$ cat config.mk
export PLATFORM = sky130hd
export DESIGN_NAME = regfile_ctrl
export DESIGN_NICKNAME = d
export VERILOG_FILES = /design/src/rtl/regfile_pkg.sv /design/src/rtl/regfile_ctrl.sv
export SDC_FILE = /design/constraint.sdc
export NUM_CORES = 1
export LEC_CHECK = 0
export ABC_AREA = 0
export BUFFER_PORTS_ARGS = -buffer_cell sky130_fd_sc_hd__buf_2
export CAP_MARGIN = 20
export CORE_ASPECT_RATIO = 0.6
export CORE_MARGIN = 2
export CORE_UTILIZATION = 25
export CTS_BUF_LIST = sky130_fd_sc_hd__clkbuf_8
export DETAILED_ROUTE_END_ITERATION = 16
export PLACE_DENSITY_LB_ADDON = 0.2
export SLEW_MARGIN = 30
export SYNTH_ARGS = -nofsm -noshare
export SYNTH_HDL_FRONTEND = slang
export SYNTH_SLANG_ARGS = --single-unit
$ cat constraint.sdc
create_clock -name CLK -period 1.7 [get_ports CLK]
set_input_delay 0.17 -clock CLK [delete_from_list [all_inputs] [get_ports CLK]]
set_output_delay 0.17 -clock CLK [all_outputs]
set_load 0.005 [all_outputs]
$ cat src/rtl/regfile_pkg.sv
// Shared types and sizes for the register-file write-port controller.
package regfile_pkg;

  localparam int unsigned REG_ADDR_W = 5;
  localparam int unsigned XLEN       = 32;
  localparam int unsigned NUM_REGS   = 32;

  typedef enum logic {
    StInit,
    StRun
  } state_e;

endpackage

$ cat src/rtl/regfile_ctrl.sv
// Register-file write-port controller: clears x0..x31 after reset, then arbitrates core
// writeback against an optional debug write port (enabled by REGFILE_CTRL_DBG_EN).
module regfile_ctrl
  import regfile_pkg::*;
#(
  parameter int unsigned STARVE_LIMIT = 8
) (
  input  logic                  CLK,
  input  logic                  RSTn,
  input  logic                  core_we,
  input  logic [REG_ADDR_W-1:0] core_a3,
  input  logic [XLEN-1:0]       core_wd,
  input  logic                  dbg_req,
  input  logic [REG_ADDR_W-1:0] dbg_a,
  input  logic [XLEN-1:0]       dbg_wd,
  output logic                  dbg_gnt,
  output logic                  core_stall,
  output logic                  busy,
  output logic                  WE3,
  output logic [REG_ADDR_W-1:0] A3,
  output logic [XLEN-1:0]       WD3
);

  localparam logic [REG_ADDR_W-1:0] LastReg = REG_ADDR_W'(NUM_REGS - 1);

  state_e                state_q, state_d;
  logic [REG_ADDR_W-1:0] clr_cnt_q, clr_cnt_d;

  logic gnt;
  logic force_gnt;

  always_ff @(posedge CLK or negedge RSTn) begin
    if (!RSTn) begin
      state_q   <= StInit;
      clr_cnt_q <= '0;
    end else begin
      state_q   <= state_d;
      clr_cnt_q <= clr_cnt_d;
    end
  end

  always_comb begin
    state_d   = state_q;
    clr_cnt_d = clr_cnt_q;
    unique case (state_q)
      StInit: begin
        clr_cnt_d = clr_cnt_q + 1'b1;
        if (clr_cnt_q == LastReg) begin
          state_d = StRun;
        end
      end
      StRun: begin
        state_d = StRun;
      end
    endcase
  end

`ifdef REGFILE_CTRL_DBG_EN
  localparam logic [3:0] StarveLim = 4'(STARVE_LIMIT);

  logic [3:0] starve_q, starve_d;

  always_ff @(posedge CLK or negedge RSTn) begin
    if (!RSTn) begin
      starve_q <= '0;
    end else begin
      starve_q <= starve_d;
    end
  end

  // Force the debug write through once it has waited STARVE_LIMIT cycles.
  assign force_gnt = (state_q == StRun) && dbg_req && (starve_q == StarveLim);
  assign gnt       = (state_q == StRun) && dbg_req && (!core_we || force_gnt);

  always_comb begin
    starve_d = starve_q;
    if ((state_q != StRun) || !dbg_req || gnt) begin
      starve_d = '0;
    end else if (starve_q != 4'hF) begin
      starve_d = starve_q + 4'd1;
    end
  end
`else
  logic [3:0]                         unused_starve_lim;
  logic [XLEN+REG_ADDR_W:0]           unused_dbg;

  assign unused_starve_lim = 4'(STARVE_LIMIT);
  assign unused_dbg        = {dbg_req, dbg_a, dbg_wd};
  assign force_gnt         = 1'b0;
  assign gnt               = 1'b0;
`endif

  always_comb begin
    WE3        = 1'b0;
    A3         = '0;
    WD3        = '0;
    dbg_gnt    = 1'b0;
    busy       = 1'b0;
    core_stall = 1'b0;
    unique case (state_q)
      StInit: begin
        // Reset holds state in StInit, so the write strobe is gated by RSTn directly.
        WE3        = RSTn;
        A3         = clr_cnt_q;
        busy       = 1'b1;
        core_stall = 1'b1;
      end
      StRun: begin
        if (gnt) begin
          dbg_gnt    = 1'b1;
          core_stall = force_gnt;
          A3         = dbg_a;
          WD3        = dbg_wd;
          WE3        = (dbg_a != '0);
        end else if (core_we) begin
          A3  = core_a3;
          WD3 = core_wd;
          WE3 = (core_a3 != '0);
        end
      end
    endcase
  end

endmodule

==> flow_summary.yaml, run 1 <==
die:
  die_x_um: 66.2
  die_y_um: 41.3
  boundaryPins: 119
  rows: 13
  coreArea_sq_um: 2180
  die_area_sq_um: 2740
  floorplan.initialDensity: 0.266
yosys:
  avgSynthCellArea_sq_um: 8.29
  yosysSeqAreaShare: 0.259
  synth_cell_types: 19
  synth_nets: 150
  synth.ff_latch_count: 6
  yosys_warnings: 0
  synthCells: 70
  synthesis.area_sq_um: 581
routing:
  vias: 796
  viasPerCell: 4.57
  routedWlPerCell_um: 11.5
  wirelength_um: 2010
  initialDrtViolationCount: 52
  drc: 0
  dr.pass1.iters: 4
  drt.antenna.violating_nets: 0
clock_tree:
  htree_num_levels: 1
  cts_tree: "done"
  worst_skew_pair.late_latency_ns: 0.22
  cts_setup_buffers: 0
  clk_path_buf_depth: 2
  cts_buffers: 3
  clkTransAtPathRegs_ns: 0.04
  cts_num_sinks: 6
  cts-root-buf: "clkbuf_8"
sta:
  period_share: 0.890
  final.min_clock_period_ns: 1.51
  final.setup_skew_ns: 0.00454
  setup_violations: 0
  drv_slew: 0
  fin_setup_tns_ns: 0
  setup_slack_ns: 0.187
  finalHoldViolCount: 0
  whs_ns: 0.307
  rsz0062_at_grt: "no"
  fmax_ghz: 0.661
global_route:
  antenna_found_initial: 0
  grt_pass1_vias: 668
  grt_pass1_wl_um: 2970
  grt_usage: 0.147
  top_usage_layer: "met2"
  grtUsageMet3: 0.0403
  grtUsageMet1: 0.173
  globalRouteOverflowTotal: 0
  grtUsageMet2: 0.283
  grt_max_degree: 34
finish:
  layout_commonest_cell: "buf_2"
  drive_above_1_share: 0.611
  fillers: 233
  mostFrequentLayoutCells: "buf_2, and3_1, dfrtp_1"
  syn_to_final_growth_pct: 76.9
  layout.cells.non_filler: 174
  final_nets: 226
  multi_input_area_sq_um: 380
  regArea_sq_um: 151
  antenna_cells: 0
setup_path:
  r2r_slack_ns: 0.24
  critPathLaunchType: "register"
  critPathRequiredTime_ns: 1.53
  path_class: "register to output port"
  arrival_ns: 1.34
  cp_max_fo: 10
  endpoint_kind: "output port"
power:
  p_clk_frac: 0.424
  seqPwrFrac: 0.288
  powerDensity_nw_per_um2: 485
  p_comb_frac: 0.287
  p_sw_w: 0.000115
  p_int_w: 0.000383
  finalPower_w: 0.000498
  netSwitchingFraction: 0.231
  ir_worst_vdd_mv: 0.148
  power.leakage_nw: 0.711
placement:
  placedCellCount: 170
  gp_congestion: 0.689
  portBuffers: 79
  dp_slack_ns: 0.229
  hpwl_um: 1560
run_status:
  outcome: "finished, final reports clean"
flow_run:
  cap_violations: 0
min_path:
  hold_class: "input pin to async pin"
cell type report:
class                           count  area share
Clock buffer                        3      0.0402
Inverter                            1     0.00365
Multi-Input combinational cell     53       0.370
Sequential cell                     6       0.147
Tap cell                           30      0.0365
Timing Repair Buffer               81       0.402
cell families after synthesis:
kind of cell,Yosys count,share of synthesized area
AO/OA/AOI/OAI,6,0.0948
XOR/XNOR,3,0.0453
adder cells (fa/ha/maj),2,0.0431
buffers and inverters,11,0.0862
flip-flops,6,0.259
multiplexers,2,0.0388
other,1,0.00646
AND/OR/NAND/NOR,39,0.427
what timing repair did:
item                                   in CTS  in global routing
resized for setup                           0                  1
setup endpoints to repair                   0                  1
endpoints found under the hold margin       6                  0
hold buffers                                1                  0
per-layer routing:
metal	vias up	wire length, um
li1	400	-
met1	358	837
met2	38	1010
met3	0	159
met4	0	0
met5	-	0
sequential cells by signal (all words and copies together), names as in the netlist:
signal / cells
state_q: 1
clr_cnt_q: 5
through the flow:
stage	cell area, sq um	utilization
after detailed placement	975	0.447
after CTS	1030	0.471
after floorplan	581	-
final	1030	0.471
after global routing	1030	0.471
after global placement	975	0.447
critical path: stages, from the launching register on:
cell	delay, ns
dfrtp_2	0.46
inv_1	0.17
o32a_1	0.37
buf_2	0.13
path summary, 6_finish.rpt:
kind | from | endpoint | cells after the start
setup / recovery | state_q$_DFF_PN0_ | WE3 | 3
hold / removal | RSTn | clr_cnt_q[3]$_DFFE_PN0N_ | 2
setup reg to reg | clr_cnt_q[0]$_DFFE_PN0N_ | clr_cnt_q[4]$_DFFE_PN0N_ | 4
hold reg to reg | clr_cnt_q[3]$_DFFE_PN0N_ | clr_cnt_q[3]$_DFFE_PN0N_ | 1
max in group asynchronous | RSTn | state_q$_DFF_PN0_ | 2
min in group CLK | clr_cnt_q[3]$_DFFE_PN0N_ | clr_cnt_q[3]$_DFFE_PN0N_ | 1
cells in the mapped netlist (all sizes together):
cell | n | area share
and3 | 33 | 0.36
clkbuf | 7 | 0.045
dfrtp | 6 | 0.26
a22o | 5 | 0.078
buf | 3 | 0.034
xnor2 | 3 | 0.045
ha | 2 | 0.043
mux2 | 2 | 0.039
and2 | 1 | 0.011
conb | 1 | 0.0065
inv | 1 | 0.0065
nand2b | 1 | 0.011
nand4b | 1 | 0.015
nor2b | 1 | 0.011
o32a | 1 | 0.017
or2 | 1 | 0.011
or4 | 1 | 0.013
power groups by stage:
| stage | clock [W] | sequential [W] | combinational [W] |
|---|---|---|---|
| 2_1_floorplan | 0 | 0.000145 | 0.0000546 |
| 3_3_place_gp | 0 | 0.000145 | 0.000139 |
| 3_5_place_dp | 0 | 0.000145 | 0.000142 |
| 4_1_cts | 0.000217 | 0.000144 | 0.000144 |
| 5_1_grt | 0.000236 | 0.000143 | 0.000161 |
| 6_report | 0.000212 | 0.000144 | 0.000143 |
Note: power is estimated with default switching activity, not from simulation.
==> run 2: changes to the inputs <==
Settings changed: GPL_TIMING_DRIVEN from default to 0.
Clock period 1.7 ns to 1.4 ns, I/O delays scaled along.
==> run 2 against run 1 <==
  * The run now ends with negative setup slack left
  * Core utilization is 5.6 points higher
  * Clock power up 22%
  * First-iteration DRC count shrank 37%
  * Die area stayed put
  * Clock skew is 0.0022 ns lower
  * Sequential power increased by 21%
  * Non-clock buffer count increased by 13
  * Combinational power rose by 27%
  * Largest cell class unchanged
==> flow_summary.yaml, run 2 (synthesis gave the netlist of run 1 again) <==
sta:
  final.min_clock_period_ns: 1.41
  finalHoldViolCount: 0
  setup_violations: 1
  final.setup_skew_ns: 0.00235
  fmax_ghz: 0.707
  period_share: 1.01
  rsz0062_at_grt: "yes"
  drv_slew: 0
  setup_slack_ns: -0.0148
power:
  powerDensity_nw_per_um2: 536
  power.leakage_nw: 0.758
  ir_worst_vdd_mv: 0.260
placement:
  gp_congestion: 0.675
  dp_slack_ns: -0.0922
  hpwl_um: 1770
  portBuffers: 79
setup_path:
  cpPeakStageDelay_ns: 0.41
  endpoint_kind: "output port"
  path_cells: "inv_1, o32a_1, buf_2"
  arrival_ns: 1.27
  critPathLaunchType: "register"
  path_class: "register to output port"
  cp_max_fo: 8
  critPathSlowestCell: "dfrtp_2"
  critPathRequiredTime_ns: 1.26
routing:
  routedWlPerCell_um: 11.6
  initialDrtViolationCount: 33
  drc: 0
  viasPerCell: 4.60
  drt.antenna.violating_nets: 0
  wirelength_um: 2170
  vias: 861
  dr.pass1.iters: 4
die:
  rows: 13
  boundaryPins: 119
  die_y_um: 41.3
  coreArea_sq_um: 2180
  die_x_um: 66.2
  floorplan.initialDensity: 0.266
  die_area_sq_um: 2740
global_route:
  grt_max_degree: 11
  grt_pass1_vias: 693
  grt_pass1_wl_um: 3110
  antenna_found_initial: 0
  globalRouteOverflowTotal: 0
  grt_usage: 0.152
clock_tree:
  cts-root-buf: "clkbuf_8"
  worst_skew_pair.late_latency_ns: 0.22
  cts_tree: "done"
  cts_buffers: 3
  clkTransAtPathRegs_ns: 0.04
  htree_num_levels: 1
  clk_path_buf_depth: 2
  cts_num_sinks: 6
finish:
  mostFrequentLayoutCells: "buf_2, and3_1, buf_4"
  largest_reg_flops: 5
  layout_commonest_cell: "buf_2"
  drive_above_1_share: 0.656
  syn_to_final_growth_pct: 97.8
  final_nets: 239
  reg_top3: "clr_cnt_q (5), state_q (1)"
  fin_util: 0.527
  regMostFlops: "clr_cnt_q"
  antenna_cells: 0
run_status:
  outcome: "complete, but fails checks"
  violations: "negative setup slack"
min_path:
  hold_class: "input pin to async pin"
flow_run:
  cap_violations: 0
==> run 2: what timing repair did <==
action | CTS | global route
hold buffers | 1 | 0
gates resized for setup | 6 | 12
endpoints found under the setup margin | 27 | 36
endpoints found under the hold margin | 6 | 0
pin swaps | 1 | 1
setup buffers | 2 | 3
==> run 2: layout make-up <==
class	instances	area, sq um
well taps	30	37.5
multi-input cells	53	407
inverters	1	3.75
flip-flops and latches	6	151
repair buffers	85	443
fillers	218	1030
clock buffers	3	41.3
plain buffers	9	65.1
==> run 2: through the flow <==
step	TNS (ns)	std cells	hold slack (ns)	area (sq um)	total power, W
3_3_place_gp	-0.0490	179	-0.0236	1010	0.000351
6_report	-0.0148	187	0.350	1150	0.000615
2_1_floorplan	0	70	-0.156	581	0.000243
4_1_cts	-0.545	184	0.342	1090	0.000625
3_5_place_dp	-0.0922	179	-0.0215	1010	0.000356
5_1_grt	-0.123	187	0.364	1150	0.000658
==> run 2: path summary, 6_finish.rpt <==
| check | endpoint | slack [ns] | depth (start not counted) | start |
|---|---|---|---|---|
| max | WE3 | -0.01 | 3 | state_q$_DFF_PN0_ |
| max in group asynchronous | state_q$_DFF_PN0_ | 0.80 | 2 | RSTn |
| max reg2reg | clr_cnt_q[4]$_DFFE_PN0N_ | 0.07 | 4 | clr_cnt_q[0]$_DFFE_PN0N_ |
| min reg2reg | clr_cnt_q[3]$_DFFE_PN0N_ | 0.50 | 1 | clr_cnt_q[3]$_DFFE_PN0N_ |
| min | clr_cnt_q[3]$_DFFE_PN0N_ | 0.35 | 2 | RSTn |
| min in group CLK | clr_cnt_q[3]$_DFFE_PN0N_ | 0.50 | 1 | clr_cnt_q[3]$_DFFE_PN0N_ |
==> run 2: report_power, final <==
group | switching, W | leakage (nW) | internal, W
registers | 0 | 0.0783 | 0.000174
clock network | 0.0000745 | 0.0216 | 0.000185
logic | 0.0000702 | 0.658 | 0.000112
==> run 2: routing by layer <==
metal | global-route usage | wire, um
met5 | 0 | 0
met4 | 0.0459 | 13
met3 | 0.0323 | 143
met2 | 0.308 | 1150
met1 | 0.170 | 871
==> run 2: critical path: cells and delay by family, from the launching register on <==
kind,cells,cell delay [ns]
buf+inv,2,0.28
compound gates,1,0.36
flops,1,0.41
